<file path="config.mk">
export PLATFORM = sky130hd
export DESIGN_NAME = fetch_queue_unit
export DESIGN_NICKNAME = d
export VERILOG_FILES = /design/src/rtl/fetch_queue_unit.sv
export SDC_FILE = /design/constraint.sdc
export NUM_CORES = 1
export LEC_CHECK = 0
export ABC_AREA = 0
export CAP_MARGIN = 10
export CORE_MARGIN = 2
export CORE_UTILIZATION = 57
export CTS_BUF_LIST = sky130_fd_sc_hd__clkbuf_4 sky130_fd_sc_hd__clkbuf_8
export DETAILED_ROUTE_END_ITERATION = 8
export PLACE_DENSITY = 0.8
export SKIP_CTS_REPAIR_TIMING = 1
export SLEW_MARGIN = 20
export SYNTH_ARGS = -nofsm -noshare
export SYNTH_HDL_FRONTEND = slang
export SYNTH_SLANG_ARGS = --single-unit
</file>
<file path="constraint.sdc">
create_clock -name clk -period 3.34 [get_ports clk]
set_clock_uncertainty 0.2 [all_clocks]
set_input_delay 0.501 -clock clk [delete_from_list [all_inputs] [get_ports clk]]
set_output_delay 0.501 -clock clk [all_outputs]
set_load 0.1 [all_outputs]
</file>
<file path="src/rtl/fetch_queue_unit.sv">
// rtl/fetch_queue_unit.sv - sequential instruction-fetch front end
// Owns the PC, issues one-cycle-latency imem requests and queues {inst, pc} pairs for decode.
module fetch_queue_unit #(
  parameter int              XLEN     = 32,
  parameter logic [XLEN-1:0] RESET_PC = '0,
  parameter int              DEPTH    = 4
) (
  input  logic                       clk,
  input  logic                       rst,
  output logic                       imem_req,
  output logic [XLEN-1:0]            imem_addr,
  input  logic [31:0]                imem_rdata,
  input  logic                       redirect_valid,
  input  logic [XLEN-1:0]            redirect_pc,
  input  logic                       halt,
  output logic                       out_valid,
  input  logic                       out_ready,
  output logic [31:0]                out_inst,
  output logic [XLEN-1:0]            out_pc,
  output logic [$clog2(DEPTH+1)-1:0] occupancy
);
  localparam int AW = $clog2(DEPTH);
  localparam int CW = $clog2(DEPTH+1);

  logic [XLEN-1:0] pc_q, pc_d;
  logic            inflight_q, inflight_d;
  logic [XLEN-1:0] inflight_pc_q, inflight_pc_d;
  logic [AW-1:0]   head_q, head_d, tail_q, tail_d;
  logic [CW-1:0]   count_q, count_d;

  logic [31:0]     inst_mem [DEPTH];
  logic [XLEN-1:0] pc_mem   [DEPTH];

  logic push, pop, credit_ok;

  // Credits cover queued entries plus the outstanding response; a same-cycle pop is not counted.
  assign credit_ok = ({1'b0, count_q} + (CW+1)'(inflight_q)) < (CW+1)'(DEPTH);
  assign imem_req  = !rst && !halt && !redirect_valid && credit_ok;
  assign imem_addr = pc_q;
  assign push      = inflight_q && !redirect_valid;
  assign out_valid = (count_q != '0);
  assign pop       = out_valid && out_ready;
  assign out_inst  = inst_mem[head_q];
  assign out_pc    = pc_mem[head_q];
  assign occupancy = count_q;

  always_comb begin
    pc_d          = pc_q;
    inflight_d    = 1'b0;
    inflight_pc_d = inflight_pc_q;
    head_d        = head_q;
    tail_d        = tail_q;
    count_d       = count_q;
    if (redirect_valid) begin
      pc_d    = {redirect_pc[XLEN-1:2], 2'b00};
      head_d  = '0;
      tail_d  = '0;
      count_d = '0;
    end else begin
      if (imem_req) begin
        pc_d          = pc_q + XLEN'(4);
        inflight_d    = 1'b1;
        inflight_pc_d = pc_q;
      end
      if (push) tail_d = tail_q + AW'(1);
      if (pop)  head_d = head_q + AW'(1);
      case ({push, pop})
        2'b10:   count_d = count_q + CW'(1);
        2'b01:   count_d = count_q - CW'(1);
        default: count_d = count_q;
      endcase
    end
  end

  always_ff @(posedge clk) begin
    if (rst) begin
      pc_q          <= RESET_PC;
      inflight_q    <= 1'b0;
      inflight_pc_q <= RESET_PC;
      head_q        <= '0;
      tail_q        <= '0;
      count_q       <= '0;
    end else begin
      pc_q          <= pc_d;
      inflight_q    <= inflight_d;
      inflight_pc_q <= inflight_pc_d;
      head_q        <= head_d;
      tail_q        <= tail_d;
      count_q       <= count_d;
    end
  end

  always_ff @(posedge clk) begin
    if (push && !rst) begin
      inst_mem[tail_q] <= imem_rdata;
      pc_mem[tail_q]   <= inflight_pc_q;
    end
  end
endmodule

</file>
Yosys cells after proc, flatten, opt, wreduce, memory -nomap -nowiden --
Memory sizes are Yosys's and may differ from the RTL's. A register that Yosys moved wholly into a read port is not among the register bits. Cells that the tools add are included.
Word-level totals: bits in registers 72, RAM bits 256, input bits 69, output and inout port bits 101, logic and storage cells 43, memories kept 2
Memory list:
- inst_mem | words 4, width 32, rd ports 1, clocked after memory_dff 1, write ports 1, line 31 | logic [31:0] inst_mem [DEPTH];
- pc_mem | words 4, width 32, rd ports 1, clocked after memory_dff 1, write ports 1, line 32 | logic [XLEN-1:0] pc_mem [DEPTH];
Operators by class: add/sub/neg operators 6, $lt $le $gt $ge 1, equality and inequality tests 2, multiplexer cells 10, bitwise gates (word level) 1, reduce and logical (&&, ||, !) cells 14
Operators with widths (count):
- 32-bit 2-to-1 mux | 2
- 32-bit by 3-bit adder with 32-bit output (second input constant) | 1
- 2-bit 2-to-1 mux | 4
- 1-bit logical AND | 6
- 3-bit case mux with 2 select lines | 1
- 2-bit by 1-bit adder with 2-bit output (second input constant) | 2
- 3-bit by 1-bit adder with 4-bit output | 1
- 4-bit by 3-bit < comparator with 1-bit output (second input constant) | 1
- 2-bit nonzero test | 2
- 3-bit by 1-bit adder with 3-bit output (second input constant) | 1
- 1-bit zero test | 3
- 1-bit 2-to-1 mux | 3
- 3-bit nonzero test | 1
- 3-bit by 1-bit subtractor with 3-bit output (second input constant) | 1
- 2-bit by 1-bit equality test with 1-bit output (second input constant) | 1
- 2-bit equality test (second input constant) | 1
- 2-bit AND reduction | 1
- 2-bit OR reduction | 1
- 1-bit NOT | 1

Logic depth before layout (Yosys ltp) --
depth in word-level cells 6, mapped depth 11, gate-level depth less buffers 8

Least setup slack after synthesis --
No wires, ideal clock.
path type reg-to-reg, from register count_q[0] (netlist: occupancy[0]), to register count_q[2] (netlist: occupancy[2]), setup time 72 ps, arrival 3303 ps, required time 3068 ps, setup slack -235 ps, stages on the path, launching flop included 9, path buffers 0, clock period less this slack 3575 ps, cells stage by stage dfxtp_1 > or3_1 > and2_1 > ha_1 > inv_1 > fa_1 > xor2_1 > or3_1 > a21oi_1
On the way: word-level cells in the longest chain between the ends 4, elaborated cells on any way between the ends 8, classes of those cells 2 x add/sub; 2 x eq/ne; 1 x mux; 3 x reduce/logical
RTL lines:
- start, declared | line 29 | logic [CW-1:0] count_q, count_d;
- start signal, assigned | line 89 | count_q <= count_d;
- 3-bit nonzero test * | line 41 | assign out_valid = (count_q != '0);
- via out_valid | line 16 | output logic out_valid,
- 1-bit logical AND * | line 42 | assign pop = out_valid && out_ready;
- via pop | line 34 | logic push, pop, credit_ok;
- 2-bit by 1-bit equality test with 1-bit output / 2-bit equality test (equally long branches) | line 67 | case ({push, pop})
- 3-bit case mux with 2 select lines / 2-bit nonzero test (equally long branches)
The timed path passes the listed nets; every way through them passes the cells marked *. A chain may end at the register's enable or synchronous reset.

==> reports/results.tsv <==
stage	metric	value	unit
setup_path	category of the worst setup path launch point	flip-flop	
finish	number of inserted diodes	0	
synth	post-synthesis instance total	733	
floorplan	DIE AREA	22600	um2
timing	Total Negative Setup Slacks	0	ns
floorplan	x dimension of the die	150	um
setup_path	start-to-end type of the worst setup path	flip-flop to primary output	
timing	final critical path time including I/O delays and setup	3.04	ns
timing	unrepaired setup endpoints after global routing	false	
hold_path	cell count of the worst hold path	2	
setup_path	Worst Path Arrival	2.34	ns
global_routing	global-route wire length before repair	38800	um
finish	Nets	1003	
drt	routed wire length per instance	19.9	um
drt	Total Routed Length	24700	um
hold_path	endpoint of the worst hold path	imem_addr[18]	
hold_path	class of the worst hold path	input pin to flip-flop	
synth	warnings from Yosys	0	
timing	highest clock frequency the design can meet	329	MHz
clock_tree	# H-tree levels	2	
placement	HPWL after detailed placement	16000	um
setup_path	critical-path maximum fanout	24	
setup_path	worst r2r src	imem_addr[2]	
floorplan	Placement Rows	53	
clock_tree	number of sinks driven by the clock tree	318	
synth	post-synth top area share	0.610	
global_routing	maximum number of pins on one net before global-route repair	40	
synth	share of flip-flops with an asynchronous set or reset	0	
drt	via-per-instance ratio	5.72	
synth	synthesized cell area	12200	um2
synth	mean area per synthesized cell	16.7	um2
synth	predominant post-synthesis flop cell	edfxtp_1	
finish	fraction of final layout cells with drive strength greater than 1	0.291	
setup_path	list of cells traversed by the critical path	buf_4, mux4_2, buf_4	
status	status	complete, no violations	
setup_path	Worst path slowest cell	dfxtp_4	
power_and_ir_drop	Static Leak	5.18	nW
power_and_ir_drop	worst supply voltage drop on vdd	0.311	mV
global_routing	GRT Residual Overflow	0	
synth	top cell types by occurrence after synthesis	edfxtp_1 (248), nand2_1 (99), dfxtp_1 (70)	
clock_tree	clk slew on worst S/H paths	0.06	ns
floorplan	Initial Utilization	0.581	
drt	number of iterations in the first detailed-routing pass	5	
timing	Final Max Slew Viols	0	
global_routing	via count of the first global-routing pass	7226	
finish	growth of design area from synthesis to finish	23.4	%
setup_path	required time of the worst setup path	2.64	ns
clock_tree	maximum number of buffers from clock root to sink	3	
finish	utilization after layout	0.717	
floorplan	floorplan core area	21000	um2
synth	share of synthesized area occupied by flip-flops and latches	0.725	
drt	Post-DRT Antenna Nets	0	
clock_tree	clock tree root driver cell	clkbuf_8	
clock_tree	clock latency on the worst-skew pair	0.55	ns
run	Max-cap violations	0	
timing	number of failing setup endpoints in the final timing report	0	
synth	count of flip-flops with a built-in enable after synthesis	248	
clock_tree	CTS tree	built	
synth	count of state elements after synthesis	318	
synth	count of distinct cell types in the synthesized netlist	53	
floorplan	Chip Height	150	um
global_routing	number of antenna violations at the first check in global routing	0	
drt	remaining design rule violation count	0	
power_and_ir_drop	P per Cell Area	532	nW/um2
floorplan	I/O pin total	170	
setup_path	Slowest Stage Delay on Critical Path	0.68	ns
synth	library cell occupying the most area in the post-synthesis netlist	edfxtp_1	
setup_path	Worst R2R Setup Slack	0.94	ns
setup_path	Worst Setup End Kind	primary output	
placement	placer congestion estimate	0.860	
placement	Port-buffer cells	163	
timing	final-report hold violation count	0	
global_routing	GRT Util Overall	0.224	
clock_tree	TritonCTS buffer count	49	
hold_path	Hold Crit Start	rst	
drt	count of vias placed by the detailed router	7108	
synth	count leader, synth	edfxtp_1	
drt	initial drt markers	437	
synth	cell types occupying the most area after synthesis	edfxtp_1 (61%), dfxtp_1 (11%), mux4_2 (11%)	
timing	Slew headroom	0.559	
timing	transition at the pin with the smallest max-transition slack	0.656	ns
setup_path	R2R cell count	6	
setup_path	endpoint of the lowest-slack register-to-register path	imem_addr[28]	
timing	final worst-path cycle share	0.910	
setup_path	critical path's most frequent cell	buf_4	
-- metrics by stage --
stage / instances / total power (W) / setup WS (ns) / hold slack (ns) / cell area, um2
after global placement: 1151 / 0.00492 / 0.499 / 0.279 / 14100
after CTS: 1243 / 0.00809 / 0.207 / 0.127 / 15100
after detailed placement: 1151 / 0.00493 / 0.469 / 0.284 / 14100
final: 1243 / 0.00802 / 0.300 / 0.171 / 15100
after global routing: 1243 / 0.00830 / 0.134 / 0.147 / 15100
after floorplan: 736 / 0.00474 / 0.0357 / 0.260 / 12200
-- sequential cells by signal (all words and copies together), names as in the netlist, named ones only --
register       count
head_q             2
imem_addr         30
inflight_pc_q     30
inflight_q         1
inst_mem         128
occupancy          3
pc_mem           120
tail_q             2
-- power breakdown --
part | internal (W) | switching, W | leakage [nW]
combinational | 0.000154 | 0.000357 | 1.74
clock | 0.00179 | 0.00139 | 0.531
sequential | 0.00428 | 0.0000570 | 2.91
total | 0.00622 | 0.00180 | 5.18
-- critical path, delay by kind of cell, from the launching register on --
kind     cells  cell delay [ns]
buf+inv      2             0.56
flops        1             0.68
mux          1             0.53
-- placed cells by master (no fill, tap or decap), drive strengths merged, types with 2 or more instances in the layout --
master	n
edfxtp	248
buf	119
nand2	100
clkbuf	73
dfxtp	70
clkdlybuf4s50	65
mux4	62
a21oi	49
nor2	24
nand4	23
clkinv	17
inv	15
nand3	14
o211ai	7
and3	7
a211oi	6
xnor2	6
ha	6
mux2	6
a31oi	5
xor2	5
conb	4
or3	4
nor4	4
o311ai	3
a2bb2oi	3
mux2i	3
o21ai	3
and2	2
a311oi	2
or2	2
-- how the worst max path moves through the flow --
stage	startpoint	slack, ns	to	cells after the start
final	flip-flop	0.30	out_pc[18]	3
after global routing	flip-flop	0.13	out_pc[18]	3
after CTS	flip-flop	0.21	out_pc[18]	3
after detailed placement	redirect_valid	0.47	imem_addr[19]	6
after global placement	redirect_valid	0.50	imem_addr[19]	6
after floorplan	occupancy[0]	0.04	occupancy[2]	8
-- logic make-up (layout without fill, tap and decap cells) --
logic type / count (synthesis) / in the layout / synth area share
adders and majority gates: 7 / 7 / 0.00779
AOI/OAI and AO/OA: 82 / 82 / 0.0418
buffers and inverters: 59 / 291 / 0.0210
muxes: 71 / 71 / 0.123
DFF: 318 / 318 / 0.725
and+or+nand+nor: 184 / 184 / 0.0738
xor gates and xnor gates: 11 / 11 / 0.00789
other: 1 / 4 / 0.000307
-- metal layers --
layer / routed length (um) / GRT usage / vias up
met5: 0 / 0 / -
met4: 465 / 0.0670 / 0
met3: 2010 / 0.0552 / 37
met2: 12000 / 0.361 / 291
met1: 10200 / 0.306 / 3546
li1: - / - / 3234
-- final cells by class --
| cell class | instances | area, um2 |
|---|---|---|
| clock buffer | 73 | 892 |
| timing repair buffer | 184 | 1680 |
| sequential | 318 | 8860 |
| multi-input combinational | 359 | 3140 |
| inverter | 15 | 56.3 |
| tap | 275 | 344 |
| fill | 1311 | 5950 |
| clock inverter | 19 | 108 |
Note: power is estimated with default switching activity, not from simulation.
